### src/rtl/expand_writeback_if.sv
// Bus bundle for expand_writeback: layer configuration, the upstream 1x1-expand
// beat stream, and the output-buffer write port with status flags.
// master = layer controller / upstream / observer side, slave = expand_writeback.
interface expand_writeback_if #(
  parameter int unsigned LANES = 16,
  parameter int unsigned AW    = 32
);
  logic [2:0]          firesel;
  logic [5:0]          chbase;
  logic                start;
  logic                in_valid;
  logic [LANES*16-1:0] in_data;

  logic                wr_en;
  logic [AW-1:0]       wr_addr;
  logic [LANES*16-1:0] wr_data;
  logic                busy;
  logic                done;
  logic                err;

  modport master (
    output firesel, chbase, start, in_valid, in_data,
    input  wr_en, wr_addr, wr_data, busy, done, err
  );

  modport slave (
    input  firesel, chbase, start, in_valid, in_data,
    output wr_en, wr_addr, wr_data, busy, done, err
  );
endinterface

### src/rtl/expand_writeback.sv
// expand_writeback: writes one layer of 1x1-expand filter outputs into the
// output buffer in group-major order, placed at a channel-group base so that
// several expand branches can be concatenated in one buffer.
// Optional feature: define EXPAND_WRITEBACK_RELU_EN to clamp negative lanes
// to zero on the way out; addressing and timing are identical either way.
module expand_writeback #(
  parameter int unsigned LANES = 16,
  parameter int unsigned AW    = 32
) (
  input logic               clk,
  input logic               rst,
  expand_writeback_if.slave bus
);

  localparam int unsigned DW = LANES * 16;
  localparam int unsigned PW = 12;  // pixel counter, up to 55*55-1
  localparam int unsigned GW = 3;   // group counter, up to 64/16

  typedef enum logic [1:0] {
    IDLE = 2'd0,
    RUN  = 2'd1,
    FIN  = 2'd2
  } state_e;

  // Spatial input size S for each fire configuration.
  function automatic logic [5:0] size_of(input logic [2:0] sel);
    logic [5:0] s;
    case (sel)
      3'd0, 3'd1: s = 6'd55;
      3'd2, 3'd3: s = 6'd27;
      default:    s = 6'd13;
    endcase
    return s;
  endfunction

  // Number of 16-channel filter groups F/16 for each fire configuration.
  function automatic logic [GW-1:0] ngrp_of(input logic [2:0] sel);
    logic [GW-1:0] n;
    case (sel)
      3'd0:       n = GW'(4);
      3'd1:       n = GW'(1);
      3'd2, 3'd3: n = GW'(2);
      3'd4, 3'd5: n = GW'(3);
      default:    n = GW'(4);
    endcase
    return n;
  endfunction

  // Pixels per channel group, S*S.
  function automatic logic [PW-1:0] npix_of(input logic [2:0] sel);
    logic [PW-1:0] s;
    s = PW'(size_of(sel));
    return PW'(s * s);
  endfunction

  // Per-lane output processing; pass-through unless ReLU is built in.
  function automatic logic [DW-1:0] lane_proc(input logic [DW-1:0] d);
    logic [DW-1:0] r;
    r = d;
`ifdef EXPAND_WRITEBACK_RELU_EN
    for (int k = 0; k < int'(LANES); k++) begin
      if (d[16*k+15]) begin
        r[16*k +: 16] = 16'h0000;
      end
    end
`endif
    return r;
  endfunction

  state_e        state_q;
  logic [2:0]    firesel_q;
  logic [PW-1:0] p_q;
  logic [GW-1:0] g_q;
  logic [AW-1:0] base_q;

  logic          wr_en_q;
  logic [AW-1:0] wr_addr_q;
  logic [DW-1:0] wr_data_q;
  logic          busy_q;
  logic          done_q;
  logic          err_q;

  // Geometry of the running layer, derived from the latched configuration.
  logic [PW-1:0] npix_c;
  logic [GW-1:0] ngrp_c;
  logic          last_pix_c;
  logic          last_grp_c;
  logic [AW-1:0] beat_addr_c;

  // Layer geometry and the address of the beat currently offered.
  always_comb begin
    npix_c      = npix_of(firesel_q);
    ngrp_c      = ngrp_of(firesel_q);
    last_pix_c  = (p_q == PW'(npix_c - PW'(1)));
    last_grp_c  = (g_q == GW'(ngrp_c - GW'(1)));
    beat_addr_c = base_q + (AW'(g_q) * AW'(npix_c)) + AW'(p_q);
  end

  // Layer FSM, beat counters and registered write port / status outputs.
  always_ff @(posedge clk) begin
    if (!rst) begin
      state_q   <= IDLE;
      firesel_q <= 3'd0;
      p_q       <= '0;
      g_q       <= '0;
      base_q    <= '0;
      wr_en_q   <= 1'b0;
      wr_addr_q <= '0;
      wr_data_q <= '0;
      busy_q    <= 1'b0;
      done_q    <= 1'b0;
      err_q     <= 1'b0;
    end else begin
      wr_en_q <= 1'b0;
      done_q  <= 1'b0;
      case (state_q)
        IDLE: begin
          // A beat arriving outside a layer is a protocol error and is dropped,
          // even when it coincides with the start pulse.
          if (bus.in_valid) begin
            err_q <= 1'b1;
          end
          if (bus.start) begin
            firesel_q <= bus.firesel;
            p_q       <= '0;
            g_q       <= '0;
            base_q    <= AW'(bus.chbase) * AW'(npix_of(bus.firesel));
            state_q   <= RUN;
            busy_q    <= 1'b1;
          end
        end
        RUN: begin
          // Restarting a layer in flight is not allowed; flag and carry on.
          if (bus.start) begin
            err_q <= 1'b1;
          end
          if (bus.in_valid) begin
            wr_en_q   <= 1'b1;
            wr_addr_q <= beat_addr_c;
            wr_data_q <= lane_proc(bus.in_data);
            if (last_pix_c) begin
              p_q <= '0;
              g_q <= g_q + GW'(1);
              if (last_grp_c) begin
                state_q <= FIN;
                busy_q  <= 1'b0;
                done_q  <= 1'b1;
              end
            end else begin
              p_q <= p_q + PW'(1);
            end
          end
        end
        FIN: begin
          if (bus.start || bus.in_valid) begin
            err_q <= 1'b1;
          end
          state_q <= IDLE;
        end
        default: begin
          state_q <= IDLE;
          busy_q  <= 1'b0;
        end
      endcase
    end
  end

  assign bus.wr_en   = wr_en_q;
  assign bus.wr_addr = wr_addr_q;
  assign bus.wr_data = wr_data_q;
  assign bus.busy    = busy_q;
  assign bus.done    = done_q;
  assign bus.err     = err_q;

endmodule

### src/flat_wrapper.sv
// flat-port wrapper written by rule: the top's interface ports become plain ports
module expand_writeback_flat 
#(
  parameter int unsigned LANES = 16,
  parameter int unsigned AW    = 32
)
  (clk, rst, bus_firesel, bus_chbase, bus_start, bus_in_valid, bus_in_data, bus_wr_en, bus_wr_addr, bus_wr_data, bus_busy, bus_done, bus_err);
  expand_writeback_if #(.LANES(LANES), .AW(AW)) bus_i ();
  input logic clk;
  input logic rst;
  input wire logic [$bits(bus_i.firesel)-1:0] bus_firesel;
  input wire logic [$bits(bus_i.chbase)-1:0] bus_chbase;
  input wire logic [$bits(bus_i.start)-1:0] bus_start;
  input wire logic [$bits(bus_i.in_valid)-1:0] bus_in_valid;
  input wire logic [$bits(bus_i.in_data)-1:0] bus_in_data;
  output wire logic [$bits(bus_i.wr_en)-1:0] bus_wr_en;
  output wire logic [$bits(bus_i.wr_addr)-1:0] bus_wr_addr;
  output wire logic [$bits(bus_i.wr_data)-1:0] bus_wr_data;
  output wire logic [$bits(bus_i.busy)-1:0] bus_busy;
  output wire logic [$bits(bus_i.done)-1:0] bus_done;
  output wire logic [$bits(bus_i.err)-1:0] bus_err;
  assign bus_i.firesel = bus_firesel;
  assign bus_i.chbase = bus_chbase;
  assign bus_i.start = bus_start;
  assign bus_i.in_valid = bus_in_valid;
  assign bus_i.in_data = bus_in_data;
  assign bus_wr_en = bus_i.wr_en;
  assign bus_wr_addr = bus_i.wr_addr;
  assign bus_wr_data = bus_i.wr_data;
  assign bus_busy = bus_i.busy;
  assign bus_done = bus_i.done;
  assign bus_err = bus_i.err;
  expand_writeback #(.LANES(LANES), .AW(AW)) u_core (.clk(clk), .rst(rst), .bus(bus_i));
endmodule
### config.mk
export PLATFORM = sky130hd
export DESIGN_NAME = expand_writeback_flat
export DESIGN_NICKNAME = d
export VERILOG_FILES = /design/src/rtl/expand_writeback_if.sv /design/src/rtl/expand_writeback.sv /design/src/flat_wrapper.sv
export SDC_FILE = /design/constraint.sdc
export NUM_CORES = 1
export LEC_CHECK = 0
export CAP_MARGIN = 10
export CORE_AREA = 2 2 221 223
export DETAILED_ROUTE_END_ITERATION = 7
export DIE_AREA = 0 0 223 225
export GPL_TIMING_DRIVEN = 0
export PLACE_DENSITY = 0.64
export SLEW_MARGIN = 20
export SYNTH_ARGS = -nofsm -noshare
export SYNTH_HDL_FRONTEND = slang
export SYNTH_SLANG_ARGS = --single-unit
### constraint.sdc
create_clock -name clk -period 11.7 [get_ports clk]
set_input_delay 2.34 -clock clk [delete_from_list [all_inputs] [get_ports clk]]
set_output_delay 2.34 -clock clk [all_outputs]
set_load 0.02 [all_outputs]
* After elaboration in Yosys (flattened, before gate mapping)
Cells that the tools add are included.
** Word-level totals
- Register bits :: 330
- Output and inout bits :: 292
- Word-level logic and storage cells :: 90
- Input bits :: 269
** Operators by class
- Reductions and logical operators :: 20
- Equal/unequal tests :: 19
- Bitwise operators :: 1
- Mux-type cells :: 29
- Add/subtract/negate cells :: 6
- Multiply operators :: 4
** Operator list (number)
- 2-to-1 mux 12 bit :: 3
- adder 32 x 12 -> 32 bit :: 1
- multiplier 6 x 6 -> 12 bit :: 2
- one-hot mux 12 bit (2 select lines) :: 1
- one-hot mux 6 bit (2 select lines) :: 2
- adder 18 x 15 -> 19 bit :: 1
- multiplier 6 x 12 -> 18 bit :: 1
- 2-to-1 mux 6 bit :: 3
- AND reduction 4 bit :: 4
- multiplier 3 x 12 -> 15 bit :: 1
- adder 12 x 1 -> 12 bit, second input constant :: 1
- == test 12 bit :: 1
- == test 3 x 2 -> 1 bit, second input constant :: 4
- subtractor 12 x 1 -> 12 bit, second input constant :: 1
- OR reduction 2 bit :: 5
- 2-to-1 mux 3 bit :: 3
- one-hot mux 3 bit (3 select lines) :: 1
- 2-to-1 mux 1 bit :: 8
- 2-to-1 mux 2 bit :: 4
- != test 2 bit, second input constant :: 4
- == test 3 x 1 -> 1 bit, second input constant :: 2
- == test 3 bit, second input constant :: 2
- zero test 3 bit :: 2
- != test 2 x 1 -> 1 bit, second input constant :: 3
- other kinds (16) :: 19

* Longest topological paths before layout
Gate-level depths: netlist of run 1.
- Depth in word-level cells :: 9
- Mapped depth :: 23

* Worst setup path after synthesis of run 1
OpenSTA, ideal clock, no wires.
- Kind :: input to register
- Start :: input port bus_firesel[2]
- End :: register u_core.base_q[16]
- Buffers on the path :: 0
- Setup slack :: 5.271 ns
- Data required time :: 11.594 ns
- Stages :: 22
- Data arrival time :: 6.323 ns
- Path through :: nor2_1 inv_1 ha_1 xor2_1 nand2_1 fa_1 inv_1 ha_1 inv_1 fa_1 inv_1 ha_1 inv_1 fa_1 nor2b_1 o21ai_0 a21oi_1 o211ai_1 a21oi_1 nor3_1 or3_1 o311ai_0
** Between the ends
- Word-level cells in the longest chain between the ends :: 8
** RTL lines
- from (decl) :: line flat_wrapper.sv:11 : input wire logic [$bits(bus_i.firesel)-1:0] bus_firesel;
- == test 3 x 2 -> 1 bit (tied with other cells) :: line expand_writeback.sv:28 : case (sel)
- OR reduction 2 bit :: line expand_writeback.sv:28
- one-hot mux 6 bit (2 select lines) * :: line expand_writeback.sv:28
- 2-to-1 mux 6 bit * :: line expand_writeback.sv:123 : if (bus.start) begin
- 2-to-1 mux 6 bit * :: line expand_writeback.sv:116 : case (state_q)
- 2-to-1 mux 6 bit * :: line expand_writeback.sv:101 : if (!rst) begin
- multiplier 6 x 6 -> 12 bit * :: line expand_writeback.sv:53 : return PW'(s * s);
- multiplier 6 x 12 -> 18 bit * :: line expand_writeback.sv:127 : base_q <= AW'(bus.chbase) * AW'(npix_of(bus.firesel));
- to (signal assigned) :: line expand_writeback.sv:127
- to (decl) :: line expand_writeback.sv:74 : logic [AW-1:0] base_q;
Mark *: on every way between the ends. The rest lies on a longest branch, timed or not. The select of a mux whose other input is x is not followed.
A chain may end at the register's enable or synchronous reset.

* Worst setup path in the final report of run 1
- Start :: input port bus_firesel[1]
- End :: register u_core.base_q[16]
The elaborated chain is that of the path after synthesis.

==> results of run 1 <==
-- kinds of logic (layout without fill, tap and decap cells) --
kind of cell / count (synthesis) / in the layout / share of synthesized area [%]
multiplexers: 1 / 1 / 0.0653
AO/OA/AOI/OAI: 394 / 394 / 14.4
XOR/XNOR: 52 / 52 / 3.27
adder cells (fa/ha/maj): 125 / 125 / 13.0
other: 1 / 18 / 0.0245
buffers and inverters: 241 / 849 / 6.39
flip-flops: 318 / 318 / 41.6
AND/OR/NAND/NOR: 780 / 780 / 21.3
-- state kept, by name, indices dropped and copies added (netlist names), 2 cells and up --
name                cells
u_core.base_q          18
u_core.bus.wr_addr     20
u_core.bus.wr_data    256
u_core.firesel_q        3
u_core.g_q              3
u_core.p_q             12
u_core.state_q          2
-- layer usage --
| layer | GRT usage [%] | wire (um) |
|---|---|---|
| met5 | 0 | 79 |
| met4 | 8.62 | 2230 |
| met3 | 7.81 | 5310 |
| met2 | 39.8 | 28600 |
| met1 | 25.6 | 23300 |
-- synth_stat cells (6+ instances only) --
master,number
dfxtp_1,318
and2_1,28
nor3_1,7
a21oi_1,307
xor2_1,25
nand3b_1,6
ha_1,68
xnor2_1,24
or3_1,8
o21ai_0,24
nor2_1,41
nor2b_1,9
nand3_1,22
nand2_1,616
a211oi_1,7
inv_1,118
fa_1,57
clkbuf_1,103
buf_4,12
nand2b_1,11
o211ai_1,6
a21o_1,7
-- where the power goes --
part / switching (mW) / internal [mW] / total (mW) / leakage (nW)
Combinational: 0.466 / 0.380 / 0.846 / 5.61
Clock: 0.463 / 0.692 / 1.16 / 0.586
Sequential: 0.0346 / 1.14 / 1.17 / 2.59
Total: 0.964 / 2.21 / 3.18 / 8.78
-- cell type report --
cell class | count | share of cell area (%)
antenna | 3 | 0.0329
buffer | 122 | 2.33
clock buffer | 51 | 4.60
clock inverter | 10 | 0.631
inverter | 119 | 1.96
multi-input combinational | 1367 | 35.2
sequential | 318 | 27.9
tap | 615 | 3.37
timing repair buffer | 547 | 24.0
-- worst reg2reg max path: stages, from the launching register on --
cell and delay [ns]:
dfxtp_1 0.42, or2_0 0.14, clkbuf_1 0.31, inv_1 0.15, ha_1 0.39, and2_1 0.24
fa_1 0.55, inv_1 0.05, fa_1 0.50, inv_1 0.04, ha_1 0.34, a21oi_1 0.22
o211ai_1 0.16, and2b_1 0.22, xor2_1 0.16, ha_1 0.35, and2_1 0.20, o21ai_0 0.15
o21ai_1 0.12, o41ai_2 0.48, nand3b_1 0.20, xor2_1 0.07, a211oi_1 0.23
-- worst min-delay path by stage --
stage / start / to / slack, ns / depth (start not counted)
after CTS: u_core.bus.wr_data[57] / u_core.bus.wr_data[57] / 0.45 / 2
final: u_core.bus.wr_data[57] / u_core.bus.wr_data[57] / 0.45 / 2
after global routing: u_core.bus.wr_data[146] / u_core.bus.wr_data[146] / 0.47 / 2
after detailed placement: u_core.bus.wr_data[132] / u_core.bus.wr_data[132] / 0.45 / 2
after global placement: u_core.bus.wr_data[182] / u_core.bus.wr_data[182] / 0.44 / 2
after floorplan: u_core.base_q[8] / u_core.base_q[8] / 0.43 / 2
-- stage by stage --
step / cell area [um2] / cells / worst slack (ns)
finish: 22800 / 3152 / 4.50
CTS: 22800 / 3149 / 4.53
floorplan: 15400 / 1926 / 5.27
global placement: 21600 / 3088 / 4.11
detailed placement: 21600 / 3088 / 3.97
global route: 22800 / 3151 / 4.15
==> flow_summary.ini, run 1 <==
[route]
detail-route-antenna-nets = 0
vias_per_cell = 4.74
drc = 0
wl_um = 59500
firstDrtPassIters = 5
num_vias = 15000
wl_per_cell_um = 18.9
drt-initial-drc-count = 693

[final_layout]
drive_gt1_share_pct = 3.67
nNetsFinal = 2906
regArea_um2 = 6370
final_util_pct = 48.0
layout-area-overhead-vs-synth_pct = 48.9
mostFrequentLayoutCells = nand2_1, clkdlybuf4s50_1, dfxtp_1, a21oi_1, inv_1
multi_input_area_um2 = 8030
fill_cells = 4563
layout_commonest_cell = nand2_1

[synth]
syn_area_per_cell_um2 = 8.01
synth_area_leaders = dfxtp_1, nand2_1, a21oi_1
yosys.area.top_type = dfxtp_1
netlist_area_um2 = 15300
synthArstFlopShare_pct = 0
synthCells = 1912
yosysSeqAreaShare_pct = 41.6
synth_top_area_share_pct = 41.6
synth_edf_count = 0
synth_seq_cells = 318
synthDistinctLibCells = 75
yosys_warnings = 0
synth_flop_cell = dfxtp_1

[worst_setup_path]
critical_path.max_stage_delay_ns = 0.54
rr_worst_depth = 22
crit_top_cell = inv_1
critPathKind = in -> reg
crit_cells = 23
cp_slowest_cell = clkdlybuf4s50_1
crit_family = adder cells
rr_endpoint = u_core.bus.wr_addr[14]
r2r_setup_slack_ns = 5.90
crit_required_ns = 12.11
crit_chain = clkdlybuf4s50_1 -> nor2b_1 -> inv_1 -> ha_1 -> xor2_1 -> nand2_1 -> fa_1 -> inv_1 -> ha_1 -> inv_1 -> fa_1 -> inv_1 -> ha_1 -> inv_1 -> fa_1 -> nor2b_1 -> o21ai_0 -> a21oi_1 -> o211ai_1 -> a21oi_1 -> nor3_1 -> or3_1 -> o311ai_0
crit_path_end_kind = register
r2r_start = u_core.firesel_q[1]
cp-start-kind = input pin
crit_arrival_ns = 7.62
endpoint = u_core.base_q[16]
critPathBufInv = 6
crit_path_start = bus_firesel[1]
worstPathMaxFanout = 7

[pwr]
p_leak_nw = 8.78
power-per-cell-area_nw_per_um2 = 139
ir_worst_vdd_mv = 0.111
p_total_mw = 3.18

[floorplan]
num_io_pins = 561
dieArea_um2 = 50200
rows = 80
start_util_pct = 32.2
core-area_um2 = 47500
fp.dieW_um = 223
dieHeight_um = 225

[sta]
slew_violations = 0
fin_crit_sh_pct = 61.6
hold_viol = 0
finalCriticalPeriod_ns = 7.20
rsz0062_at_grt = no
worst_slew_pin_slew_ns = 0.956
setup_viol = 0
setup_tns_ns = 0
fin_skew_ns = 0.0137
fmax_ghz = 0.139
max_slew_margin_pct = 36.2
hold_ws_ns = 0.452

[grt]
antenna_found_initial = 8
grt_max_degree = 13
first_global_vias = 14700
track_usage_pct = 22.8
gr-total-overflow = 0
grt_pass1_wl_um = 87500

[clock_network]
holdBufCountCts = 0
clk_pin_slew_worst_paths_ns = 0.06
clock-sinks = 318
htree_levels = 2
clkLatencyLatePin_ns = 0.53
cts-resized-gates = 0
cts_buffers = 37
cts_root_buf = clkbuf_16
post_cts_buffers = 0
tritoncts = done
clock_path_buffers = 3

[status]
outcome = completed

[flow_run]
maxCapViolCount = 0

[placed_design]
gp_congestion = 0.899
numPortBuffers = 547
dp.final_hpwl_um = 48200

[hold_path]
hp-class = reg -> reg
No activity file was read; power rests on OpenSTA's default activity.
==> inputs of run 2 (changes only) <==
CORE_AREA = 2 2 217 219   (was 2 2 221 223)
DIE_AREA = 0 0 219 221   (was 0 0 223 225)
PLACE_DENSITY = 0.66   (was 0.64)
clock period = 7.08 ns   (was 11.7 ns; I/O delays follow)
==> run 2 against run 1 <==
Clock-buffer cell count is 5 higher; flip-flop and latch count did not move; first-iteration DRC count up 10%; power increased by 69%; die area is 3.5% lower; non-clock buffer count unchanged; worst setup slack got worse by 3.6 ns.
==> flow_summary.ini, run 2 (synthesis gave the netlist of run 1 again) <==
[clock_network]
clock-sinks = 318
post_cts_buffers = 0
clk_pin_slew_worst_paths_ns = 0.06
holdBufCountCts = 0
cts_root_buf = clkbuf_16
tritoncts = done
clkLatencyLatePin_ns = 0.55
cts_buffers = 38
clock_path_buffers = 3
htree_levels = 2
cts-resized-gates = 0

[route]
num_vias = 14800
firstDrtPassIters = 5
drt-initial-drc-count = 762
detail-route-antenna-nets = 0
vias_per_cell = 4.71
wl_per_cell_um = 18.1
wl_um = 57000
drc = 0

[final_layout]
drive_gt1_share_pct = 3.89
fill_cells = 4448
stdcell_area_um2 = 22900
nNetsFinal = 2907
layout_commonest_cell = nand2_1
mostFrequentLayoutCells = nand2_1, clkdlybuf4s50_1, dfxtp_1, a21oi_1, inv_1
multi_input_area_um2 = 8030
instances_no_fill = 3153
regArea_um2 = 6370
largest_reg_flops = 256
layout-area-overhead-vs-synth_pct = 49.7
final_util_pct = 49.8

[worst_setup_path]
critPathKind = in -> reg
crit_arrival_ns = 6.60
crit_path_end_kind = register
worstPathMaxFanout = 7
crit_required_ns = 7.50
cp-start-kind = input pin

[sta]
rsz0062_at_grt = no
max_slew_margin_pct = 30.5
hold_ws_ns = 0.451
setup_viol = 0
fin_crit_sh_pct = 87.3
hold_viol = 0
setup_tns_ns = 0
finalCriticalPeriod_ns = 6.18
worst_slew_pin_slew_ns = 1.04
slew_violations = 0
fmax_ghz = 0.162
fin_skew_ns = 0.0163
setup_ws_ns = 0.900

[placed_design]
dpl_worst_slack_ns = 0.329
dp.cells = 3080
dp.final_hpwl_um = 45900
postPlaceCellArea_um2 = 21600
gp_congestion = 0.891
numPortBuffers = 547

[flow_run]
maxCapViolCount = 0

[grt]
track_usage_pct = 22.8
grt_pass1_wl_um = 84600
first_global_vias = 14500
antenna_found_initial = 7
gr-total-overflow = 0
grt_max_degree = 14

[pwr]
ir_worst_vdd_mv = 0.170
p_leak_nw = 8.84
power-per-cell-area_nw_per_um2 = 234
p_total_mw = 5.37

[floorplan]
core-area_um2 = 46100
dieArea_um2 = 48400
rows = 79
dieHeight_um = 221
fp.dieW_um = 219
num_io_pins = 561
start_util_pct = 33.3

[status]
outcome = completed

[hold_path]
hp-class = reg -> reg
run 2: worst max-delay path, stage by stage:
cell,delay [ns]
clkdlybuf4s50_1,0.53
nor2b_1,0.25
inv_1,0.09
ha_1,0.28
xor2_1,0.44
nand2_1,0.14
fa_1,0.52
inv_1,0.04
ha_1,0.26
inv_1,0.05
fa_1,0.46
inv_1,0.07
ha_1,0.20
inv_1,0.07
fa_1,0.40
nor2b_1,0.12
o21ai_0,0.10
a21oi_1,0.24
o211ai_1,0.14
a21oi_1,0.20
nor3_1,0.10
or3_1,0.37
o311ai_0,0.12
run 2: cell type report:
type | count | share of cell area, %
Antenna cell | 4 | 0.0436
Buffer | 122 | 2.32
Multi-Input combinational cell | 1367 | 35.0
Clock buffer | 56 | 4.88
Inverter | 119 | 1.95
Timing Repair Buffer | 547 | 23.9
Clock inverter | 13 | 0.889
Sequential cell | 318 | 27.7
Tap cell | 607 | 3.31
run 2: path summary, 6_finish.rpt:
kind	start	end	slack (ns)	cells past startpoint
worst min-delay path	u_core.bus.wr_data[18]	u_core.bus.wr_data[18]	0.45	2
worst max-delay path	bus_firesel[1]	u_core.base_q[16]	0.90	23
worst max register to register	u_core.firesel_q[1]	u_core.bus.wr_addr[14]	1.32	22
worst min register to register	u_core.bus.wr_data[18]	u_core.bus.wr_data[18]	0.45	2
run 2: layer usage:
| metal | vias to the layer above | wire length (um) | GRT usage, % |
|---|---|---|---|
| met5 | - | 26 | 0 |
| met4 | 4 | 1750 | 8.17 |
| met3 | 87 | 5200 | 7.15 |
| met2 | 560 | 28100 | 40.4 |
| met1 | 6833 | 21900 | 25.5 |
| li1 | 7365 | - | - |
run 2: power by group:
group	internal (mW)	switching (mW)	total (mW)
registers	1.88	0.0586	1.94
clock network	1.25	0.814	2.07
logic	0.624	0.739	1.36
total	3.76	1.61	5.37
==> inputs of run 3 (changes only) <==
CAP_MARGIN = 15   (was 10)
==> results of run 3 <==
Final layout, timing and power as in run 2 (identical DEF).
